**src/rtl/pll_lock_sequencer.sv**
```systemverilog
// PLL power-up and lock sequencer: sequences PLL power-down and reset, qualifies LOCK over a
// stability window and releases the system reset request only while lock is stable.
module pll_lock_sequencer #(
    parameter int unsigned ARST_CYCLES   = 16,
    parameter int unsigned LOCK_TIMEOUT  = 4096,
    parameter int unsigned STABLE_CYCLES = 256,
    parameter int unsigned MAX_RETRY     = 3,
    parameter int unsigned CNT_W         = 16
) (
    input  logic       clk,
    input  logic       rstn,
    input  logic       enable,
    input  logic       restart,
    input  logic       pll_lock,
    output logic       pll_powerdown_n,
    output logic       pll_arst_n,
    output logic       sys_rstn,
    output logic       locked,
    output logic       fail,
    output logic [1:0] retry_cnt,
    output logic [2:0] state
);

    localparam logic [2:0] StOff      = 3'd0;
    localparam logic [2:0] StArst     = 3'd1;
    localparam logic [2:0] StWaitLock = 3'd2;
    localparam logic [2:0] StStable   = 3'd3;
    localparam logic [2:0] StRun      = 3'd4;
    localparam logic [2:0] StFail     = 3'd5;

    localparam logic [CNT_W-1:0] ArstLast    = CNT_W'(ARST_CYCLES - 1);
    localparam logic [CNT_W-1:0] TimeoutLast = CNT_W'(LOCK_TIMEOUT - 1);
    localparam logic [CNT_W-1:0] StableLast  = CNT_W'(STABLE_CYCLES - 1);
    localparam logic [1:0]       RetryMax    = 2'(MAX_RETRY);

    logic             lock_meta_q;
    logic             lock_s_q;
    logic [2:0]       state_q, state_d;
    logic [CNT_W-1:0] cnt_q, cnt_d;
    logic [1:0]       retry_q, retry_d;
    logic             cnt_clr;
    logic             retry_take;

    always_comb begin
        state_d    = state_q;
        retry_d    = retry_q;
        cnt_clr    = 1'b0;
        retry_take = 1'b0;
        if (!enable) begin
            state_d = StOff;
        end else if (restart) begin
            state_d = StArst;
            retry_d = 2'd0;
            cnt_clr = 1'b1;
        end else begin
            case (state_q)
                StOff:      state_d = StArst;
                StArst:     if (cnt_q == ArstLast) state_d = StWaitLock;
                StWaitLock: begin
                    if (lock_s_q) state_d = StStable;
                    else if (cnt_q == TimeoutLast) retry_take = 1'b1;
                end
                StStable: begin
                    // A lock dropout here is a glitch: re-arm the timeout without counting a retry.
                    if (!lock_s_q) begin
                        state_d = StWaitLock;
                    end else if (cnt_q == StableLast) begin
                        state_d = StRun;
                        retry_d = 2'd0;
                    end
                end
                StRun:      if (!lock_s_q) retry_take = 1'b1;
                StFail:     state_d = StFail;
                default:    state_d = StOff;
            endcase
            if (retry_take) begin
                if (retry_q == RetryMax) begin
                    state_d = StFail;
                end else begin
                    state_d = StArst;
                    retry_d = retry_q + 2'd1;
                end
            end
        end
        // OFF and FAIL have no timed exit, so the counter idles at zero there.
        if (cnt_clr || (state_d != state_q) || (state_q == StOff) || (state_q == StFail)) begin
            cnt_d = '0;
        end else begin
            cnt_d = cnt_q + 1'b1;
        end
    end

    always_ff @(posedge clk) begin
        if (!rstn) begin
            lock_meta_q     <= 1'b0;
            lock_s_q        <= 1'b0;
            state_q         <= StOff;
            cnt_q           <= '0;
            retry_q         <= 2'd0;
            pll_powerdown_n <= 1'b0;
            pll_arst_n      <= 1'b0;
            sys_rstn        <= 1'b0;
            locked          <= 1'b0;
            fail            <= 1'b0;
        end else begin
            lock_meta_q     <= pll_lock;
            lock_s_q        <= lock_meta_q;
            state_q         <= state_d;
            cnt_q           <= cnt_d;
            retry_q         <= retry_d;
            pll_powerdown_n <= (state_d == StArst) || (state_d == StWaitLock) ||
                               (state_d == StStable) || (state_d == StRun);
            pll_arst_n      <= (state_d == StWaitLock) || (state_d == StStable) ||
                               (state_d == StRun);
            sys_rstn        <= (state_d == StRun);
            locked          <= (state_d == StRun);
            fail            <= (state_d == StFail);
        end
    end

    assign state     = state_q;
    assign retry_cnt = retry_q;

endmodule

```
**config.mk**
```make
export PLATFORM = sky130hd
export DESIGN_NAME = pll_lock_sequencer
export DESIGN_NICKNAME = d
export VERILOG_FILES = /design/src/rtl/pll_lock_sequencer.sv
export SDC_FILE = /design/constraint.sdc
export NUM_CORES = 1
export LEC_CHECK = 0
export ABC_AREA = 1
export CAP_MARGIN = 0
export CORE_MARGIN = 3
export CORE_UTILIZATION = 25
export CTS_CLUSTER_SIZE = 20
export DETAILED_ROUTE_END_ITERATION = 16
export PLACE_DENSITY = 0.51
export SLEW_MARGIN = 40
export SYNTH_ARGS = -nofsm -noshare
export SYNTH_HDL_FRONTEND = slang
export SYNTH_SLANG_ARGS = --single-unit
```
**constraint.sdc**
```tcl
create_clock -name clk -period 2.2 [get_ports clk]
set_input_delay 0.66 -clock clk [delete_from_list [all_inputs] [get_ports clk]]
set_output_delay 0.66 -clock clk [all_outputs]
set_load 0.1 [all_outputs]
```
# Word level (Yosys, flattened, before mapping)
# Cells that the tools add are included.
[totals]
in_bits = 5
output_inout_bits = 10
register_bits = 27
elab_cells = 60
[classes]
add_sub_neg = 2
muxes = 23
n_reduce_logical = 10
bitwise_logic = 1
eq_ne = 15
[op_table]
columns = ["operator", "count"]
rows = [
  ["2-to-1 mux 3 bit", 8],
  ["case mux 3 bit (6 select lines)", 1],
  ["adder 16 x 1 -> 16 bit, second input constant", 1],
  ["== test 16 x 12 -> 1 bit, second input constant", 1],
  ["== test 16 x 4 -> 1 bit, second input constant", 1],
  ["== test 16 x 8 -> 1 bit, second input constant", 1],
  ["== test 3 x 2 -> 1 bit, second input constant", 4],
  ["== test 3 bit, second input constant", 4],
  ["2-to-1 mux 2 bit", 6],
  ["logical OR 1 bit", 8],
  ["2-to-1 mux 1 bit", 7],
  ["== test 3 x 1 -> 1 bit, second input constant", 2],
  ["zero test 3 bit", 1],
  ["inequality test 3 bit", 1],
  ["adder 2 x 1 -> 2 bit, second input constant", 1],
  ["== test 2 bit, second input constant", 1],
  ["case mux 1 bit (2 select lines)", 1],
  ["OR reduction 2 bit", 1],
  ["inverter 1 bit", 1],
]

# Longest topological paths before layout
# Gate-level depths: netlist (run 1).
[depth]
ltp_word = 14
depth_mapped = 15
ltp_nobuf = 14

# Least setup slack after synthesis (run 1)
# No wires, ideal clock.
[synth_timing]
path_kind = "register -> register"
startpoint = "register state_q[0] (netlist: state[0])"
endpoint = "register cnt_q[2]"
slack_ns = -0.215
path_buffers = 1
t_required_ns = 2.138
stages_incl_launch_ff = 12
arrival_time_ns = 2.353
setup_time_ns = 0.062
synth_period_minus_slack_ns = 2.415
path_cell_list = "dfxtp_1 inv_1 nand2_1 nor2_1 nor3_2 nand3_2 o21ai_2 nand2_1 nand2_2 nand3_4 buf_8 nor2_2"
[synth_via]
elab_chain_len = 12
word_cells_on_any_way = 22
classes_between = "eq/ne: 6; mux: 11; reduce/logical: 5"
[synth_rtl]
columns = ["item", "line", "rtl"]
rows = [
  ["from (decl)", "38", "logic [2:0] state_q, state_d;"],
  ["from (signal assigned)", "97", "state_q <= StOff;"],
  ["from (signal assigned)", "108", "state_q <= state_d;"],
  ["== test 3 bit or == test 3 x 2 -> 1 bit (tied branches)", "56", "case (state_q)"],
  ["case mux 1 bit (2 select lines)", "56", ""],
  ["2-to-1 mux 1 bit", "51", "end else if (restart) begin"],
  ["2-to-1 mux 1 bit", "49", "if (!enable) begin"],
  ["2-to-1 mux 3 bit", "76", "if (retry_take) begin"],
  ["2-to-1 mux 3 bit", "51", ""],
  ["2-to-1 mux 3 bit", "49", ""],
  ["inequality test 3 bit", "86", "if (cnt_clr || (state_d != state_q) || (state_q == StOff) || (state_q == StFail)) begin"],
  ["logical OR 1 bit (2 in a row)", "86", ""],
  ["logical OR 1 bit (*)", "86", ""],
  ["OR reduction 2 bit (no source line) (*)", "-", ""],
  ["to (signal assigned)", "109", "cnt_q <= cnt_d;"],
  ["to (decl)", "39", "logic [CNT_W-1:0] cnt_q, cnt_d;"],
]
# Every way passes the cells marked *; elsewhere a longest branch is shown, timed or not. The select of a mux whose other input is x is not followed.
# A chain may end at the register's enable or synchronous reset.

# Worst setup path in the final report (run 1)
[layout_timing]
startpoint = "input enable"
endpoint = "register cnt_q[8]"
[layout_via]
elab_chain_len = 6
word_cells_on_any_way = 7
classes_between = "eq/ne: 1; mux: 2; reduce/logical: 4"
[layout_rtl]
columns = ["item", "line", "rtl"]
rows = [
  ["from (decl)", "12", "input logic enable,"],
  ["2-to-1 mux 3 bit", "49", ""],
  ["inequality test 3 bit", "86", ""],
  ["logical OR 1 bit (*) (3 in a row)", "86", ""],
  ["OR reduction 2 bit (no source line) (*)", "-", ""],
]
# Every way passes the cells marked *; elsewhere a longest branch is shown, timed or not.

==> results.py, run 1 <==
metrics = {
    "yosys": {
        "syn-instance-count": 202,
        "synth_top_area_share_pct": 36.24,
        "ys_seq_area_share_pct": 36.24,
        "syn_avg_cell_area_um2": 7.383,
        "yosys_warnings": 0,
        "syn_area_um2": 1491,
        "synthTopCellsByArea": "dfxtp_1 36%, nand2_1 11%, inv_1 6.8%",
        "synth-seq-cells": 27,
        "yosysUniqueCellTypes": 25,
        "yosys.area.top_type": "dfxtp_1",
        "synth_nets": 209,
    },
    "worst_setup_path": {
        "path_buf_inv": 3,
        "path_class": "in -> reg",
        "critPathRequiredTime_ns": 2.41,
        "slowest_delay_ns": 0.42,
        "cp_max_fo": 16,
        "critPathTopFamily": "buffers and inverters",
        "cp.arrival_ns": 2.21,
        "crit_slowest_cell": "clkdlybuf4s50_1",
        "cp-start-kind": "primary input",
        "end_kind": "register",
        "path_cells": "clkdlybuf4s50_1 -> buf_4 -> a2111oi_0 -> nand2_1 -> nor2_4 -> nand3_4 -> buf_12 -> nor2_1",
    },
    "die": {
        "fp.dieH_um": 83.24,
        "fp.dieArea_um2": 6929,
        "fp.dieW_um": 83.24,
        "rows": 27,
        "core_region_area_um2": 5642,
        "start_util_pct": 26.44,
        "ios": 15,
    },
    "clocking": {
        "worst_setup_hold_path_clk_slew_ns": 0.10,
        "cts_setup_buffers": 0,
        "htree_levels": 1,
        "worstSkewPairLatency_ns": 0.27,
        "postCtsHoldBufs": 0,
        "cts_resized": 0,
        "cts_max_path_buffers": 2,
        "cts_buffers": 3,
        "cts_tree": "done",
        "cts-root-buf": "clkbuf_8",
        "clock-sinks": 27,
    },
    "timing": {
        "rsz0062_at_grt": "no",
        "fin_tns_setup_ns": 0,
        "tightest_slew_ns": 0.3844,
        "period_minus_slack_ns": 1.996,
        "finClkSkew_ns": 0.009246,
        "hold_violations": 0,
        "slew_headroom_pct": 73.71,
        "drv_slew": 0,
        "finalSetupViolCount": 0,
        "whs_ns": 0.4193,
        "max_freq_mhz": 501.0,
        "min_period_over_period_pct": 90.73,
    },
    "finish": {
        "drive_above_1_share_pct": 25.88,
        "fin_cells": 300,
        "diodes": 0,
        "num-nets-final": 236,
        "area_delta_synth_final_pct": 25.59,
        "design_area_um2": 1873,
    },
    "global_routing": {
        "grt_start_max_net_pins": 17,
        "grt_usage_pct": 9.055,
        "grt_pass1_vias": 1203,
        "grt_pass1_wl_mm": 5.319,
        "antenna_found_initial": 0,
        "overflow": 0,
    },
    "routing": {
        "dr.pass1.iters": 4,
        "avgRoutedWirePerCell_um": 9.647,
        "ant_nets": 0,
        "via_count": 1236,
        "drc_errors": 0,
        "drt_iter0_drc": 33,
        "wl_mm": 2.894,
        "via_per_inst": 4.120,
    },
    "power_and_ir_drop": {
        "peakVddDrop_v": 0.0002644,
        "p_total_uw": 859.7,
        "cellLeakagePower_nw": 0.7843,
        "powerDensity_nw_per_um2": 459.0,
    },
    "placement": {
        "placed_cell_area_um2": 1828,
        "io_buffers": 14,
        "dp.cells": 296,
        "place_hpwl_mm": 2.255,
        "gp_congestion": 0.7353,
    },
    "job": {
        "max_cap_violations": 0,
    },
    "run_status": {
        "status": "finished, final reports clean",
    },
    "worst_hold_path": {
        "min_path_type": "reg -> reg",
    },
}
==> stage by stage <==
stage | setup WS, ns | utilization, %
finish | 0.2040 | 33.20
detailed placement | -0.08740 | 32.40
global placement | -0.07532 | 32.40
global route | 0.03203 | 33.20
CTS | 0.1897 | 33.20
floorplan | 0.1333 | -
==> worst min-delay path, cell delays in order, from the launching register on <==
cell     delay [ns]
dfxtp_1        0.31
nand2_1        0.05
inv_1          0.03
==> area by class of cell <==
cell class,count,area [µm²]
timing repair buffer,24,265.3
multi-input combinational,143,815.8
fill,589,3769
sequential,27,544.3
clock buffer,4,45.04
tap,72,90.09
inverter,30,112.6
==> cells in the final DEF (no fill, tap or decap) <==
master,instances
nor2_2,10
xor2_1,5
a21oi_1,3
nand3_1,14
inv_1,27
nand4_1,4
clkdlybuf4s50_1,4
nor3_2,1
ha_1,2
clkbuf_8,3
buf_4,14
nand3_4,2
o21ai_2,1
clkbuf_1,1
dfxtp_1,24
a2111oi_0,1
nand2_2,7
o22ai_1,1
dfxtp_2,3
nor2_4,6
nand2_1,43
buf_12,6
inv_2,3
o211ai_1,1
o21ai_0,1
nor2_1,27
nor3_1,2
xnor2_1,9
nand3_2,3
==> registers in the layout, summed over array words and instances (netlist names) <==
name	count
cnt_q	16
state	3
retry_cnt	2
fail	1
lock_meta_q	1
lock_s_q	1
locked	1
pll_arst_n	1
pll_powerdown_n	1
==> cell families (layout without fill, tap and decap cells) <==
logic type               after synthesis  in the layout  share of synthesized area (%)
XOR/XNOR                              14             14                          8.222
AND/OR/NAND/NOR                      119            119                          41.36
flip-flops                            27             27                          36.24
buffers and inverters                 32             58                          9.060
adder cells (fa/ha/maj)                2              2                          1.678
AO/OA/AOI/OAI                          8              8                          3.440
==> cells in the mapped netlist, drive strengths merged <==
master   number
inv          30
a2111oi       1
dfxtp        27
o22ai         1
a21oi         3
o211ai        1
ha            2
nor3          3
nor2         43
o21ai         2
nand2        50
nand3        19
buf           2
xnor2         9
nand4         4
xor2          5
==> where the power goes <==
part           switching [mW]  leakage [nW]  internal, mW
clock                   0.155        0.0228         0.130
combinational          0.0466         0.542        0.0316
sequential            0.00358         0.220         0.493
==> per-layer routing <==
layer | up-vias | part of all wire [%] | track usage, %
met5 | - | 0 | 0
met4 | 0 | 1.4 | 3.863
met3 | 2 | 2.3 | 1.389
met2 | 14 | 42 | 14.14
met1 | 542 | 54 | 12.31
li1 | 678 | - | -
==> path summary, 6_finish.rpt <==
| check | from | to | slack [ns] | cells past startpoint |
|---|---|---|---|---|
| min | lock_meta_q | lock_s_q | 0.42 | 2 |
| min reg2reg | lock_meta_q | lock_s_q | 0.42 | 2 |
| max reg2reg | cnt_q[0] | cnt_q[8] | 0.24 | 15 |
| max | enable | cnt_q[8] | 0.20 | 8 |
Power figures use the tool's default switching activity.
==> run 2: changes to the inputs <==
Settings changed: DONT_BUFFER_PORTS set to 1, PLACE_DENSITY 0.51 to unset, SLEW_MARGIN 40 to unset.
==> run 2 against run 1 <==
Largest cell class unchanged. Largest power group unchanged. Die area is the same. Final cell count shrank 3.3%. Power shrank 2.7%. Core utilization shrank 2.3 points.
==> results.py, run 2 (synthesis results as in run 1) <==
metrics = {
    "run_status": {
        "status": "finished, final reports clean",
    },
    "die": {
        "core_region_area_um2": 5642,
        "ios": 15,
        "fp.dieH_um": 83.24,
        "fp.dieW_um": 83.24,
        "fp.dieArea_um2": 6929,
        "start_util_pct": 26.44,
        "rows": 27,
    },
    "routing": {
        "via_count": 1221,
        "avgRoutedWirePerCell_um": 9.510,
        "wl_mm": 2.758,
        "drt_iter0_drc": 52,
        "via_per_inst": 4.210,
        "ant_nets": 0,
        "dr.pass1.iters": 4,
        "drc_errors": 0,
    },
    "finish": {
        "final_cell_mix": "43 x nand2_1, 27 x inv_1, 27 x nor2_1, 23 x dfxtp_1, 14 x nand3_1",
        "largest_register": "cnt_q",
        "diodes": 0,
        "drive_above_1_share_pct": 25.69,
        "nFillCells": 611,
        "multi_input_area_um2": 818.3,
        "regArea_um2": 545.5,
        "largest_reg_flops": 16,
        "final_common_cell": "nand2_1",
        "num-nets-final": 226,
        "area_delta_synth_final_pct": 16.86,
        "fin_util_pct": 30.89,
    },
    "worst_setup_path": {
        "cp.arrival_ns": 2.19,
        "r2r_setup_slack_ns": 0.19,
        "critPathRequiredTime_ns": 2.38,
        "rr_worst_depth": 15,
        "end_kind": "register",
        "cp-start-kind": "register",
        "rr_endpoint": "cnt_q[8]",
        "path_class": "reg -> reg",
        "cp_max_fo": 5,
        "r2r-start": "cnt_q[0]",
    },
    "global_routing": {
        "antenna_found_initial": 0,
        "grt_pass1_vias": 1175,
        "overflow": 0,
        "grt_usage_pct": 8.654,
        "grt_start_max_net_pins": 17,
        "grt_pass1_wl_mm": 5.064,
    },
    "clocking": {
        "cts-root-buf": "clkbuf_8",
        "cts_max_path_buffers": 2,
        "worstSkewPairLatency_ns": 0.27,
        "clock-sinks": 27,
        "worst_setup_hold_path_clk_slew_ns": 0.09,
        "htree_levels": 1,
        "cts_buffers": 3,
        "cts_tree": "done",
    },
    "timing": {
        "whs_ns": 0.4172,
        "slew_headroom_pct": 63.90,
        "finalSetupViolCount": 0,
        "max_freq_mhz": 497.5,
        "period_minus_slack_ns": 2.010,
        "min_period_over_period_pct": 91.36,
        "hold_violations": 0,
        "drv_slew": 0,
        "tightest_slew_ns": 0.5460,
        "finClkSkew_ns": 0.003404,
    },
    "worst_hold_path": {
        "hp-start": "lock_meta_q",
        "hold_path_depth": 2,
        "min_path_type": "reg -> reg",
        "holdPathEnd": "lock_s_q",
    },
    "power_and_ir_drop": {
        "peakVddDrop_v": 0.0001838,
        "cellLeakagePower_nw": 0.7313,
        "p_total_uw": 836.2,
        "powerDensity_nw_per_um2": 479.8,
    },
    "placement": {
        "io_buffers": 0,
        "place_hpwl_mm": 2.121,
        "gp_congestion": 0.8569,
    },
    "job": {
        "max_cap_violations": 0,
    },
}
run 2: report_power, final:
part | total (mW) | internal [mW] | switching (mW)
registers | 0.496 | 0.493 | 0.00279
clock network | 0.278 | 0.127 | 0.151
logic | 0.0622 | 0.0194 | 0.0428
run 2: cell type report:
cell class	instances	share of cell area (%)
Clock buffer	3	2.369
Sequential cell	27	31.30
Multi-Input combinational cell	143	46.95
Timing Repair Buffer	14	7.466
Inverter	30	6.461
Clock inverter	1	0.2872
Tap cell	72	5.169
run 2: what timing repair did:
item / in CTS / in global routing
setup endpoints to repair: 0 / 16
setup buffers: 0 / 3
gates resized for setup: 0 / 1
hold buffers: 0 / 0
run 2: worst max-delay path by stage:
stage / startpoint / to / slack, ns / cells after the start
2_1_floorplan: retry_cnt[0] / cnt_q[10] / 0.13 / 9
4_1_cts: cnt_q[0] / cnt_q[4] / 0.12 / 14
3_5_place_dp: cnt_q[0] / cnt_q[15] / 0.14 / 14
6_report: cnt_q[0] / cnt_q[8] / 0.19 / 15
3_3_place_gp: cnt_q[0] / cnt_q[6] / 0.18 / 14
5_1_grt: cnt_q[0] / cnt_q[8] / -0.007 / 15
run 2: per-stage QoR:
step / std cells / area (µm²) / setup TNS [ns] / setup WS [ns]
after floorplan: 202 / 1495 / 0 / 0.1333
after detailed placement: 283 / 1647 / 0 / 0.1352
after global placement: 283 / 1647 / 0 / 0.1800
final: 290 / 1743 / 0 / 0.1901
after CTS: 287 / 1693 / 0 / 0.1181
after global routing: 290 / 1743 / -0.009058 / -0.007392
run 2: critical path, cell delays in order (launching register included):
cell     delay (ns)
dfxtp_1        0.38
ha_2           0.23
nand3_4        0.12
inv_1          0.07
nand2_1        0.10
nor2_2         0.13
nand2_1        0.07
nand2_1        0.05
nand2_1        0.05
nand2_1        0.09
nand3_2        0.12
nand2_1        0.10
nand2_2        0.07
nand3_4        0.11
buf_4          0.16
nor2_1         0.04
run 2: layer usage:
| layer | GRT usage (%) | routed length [µm] |
|---|---|---|
| met1 | 10.79 | 1329 |
| met2 | 14.21 | 1310 |
| met3 | 2.381 | 86 |
| met4 | 3.120 | 32 |
| met5 | 0 | 0 |
==> run 3: changes to the inputs <==
Settings changed: CTS_CLUSTER_SIZE 20 to unset, SKIP_CTS_REPAIR_TIMING set to 1.
==> results of run 3 <==
No change in the layout: final DEF, timing and power equal those of run 2.
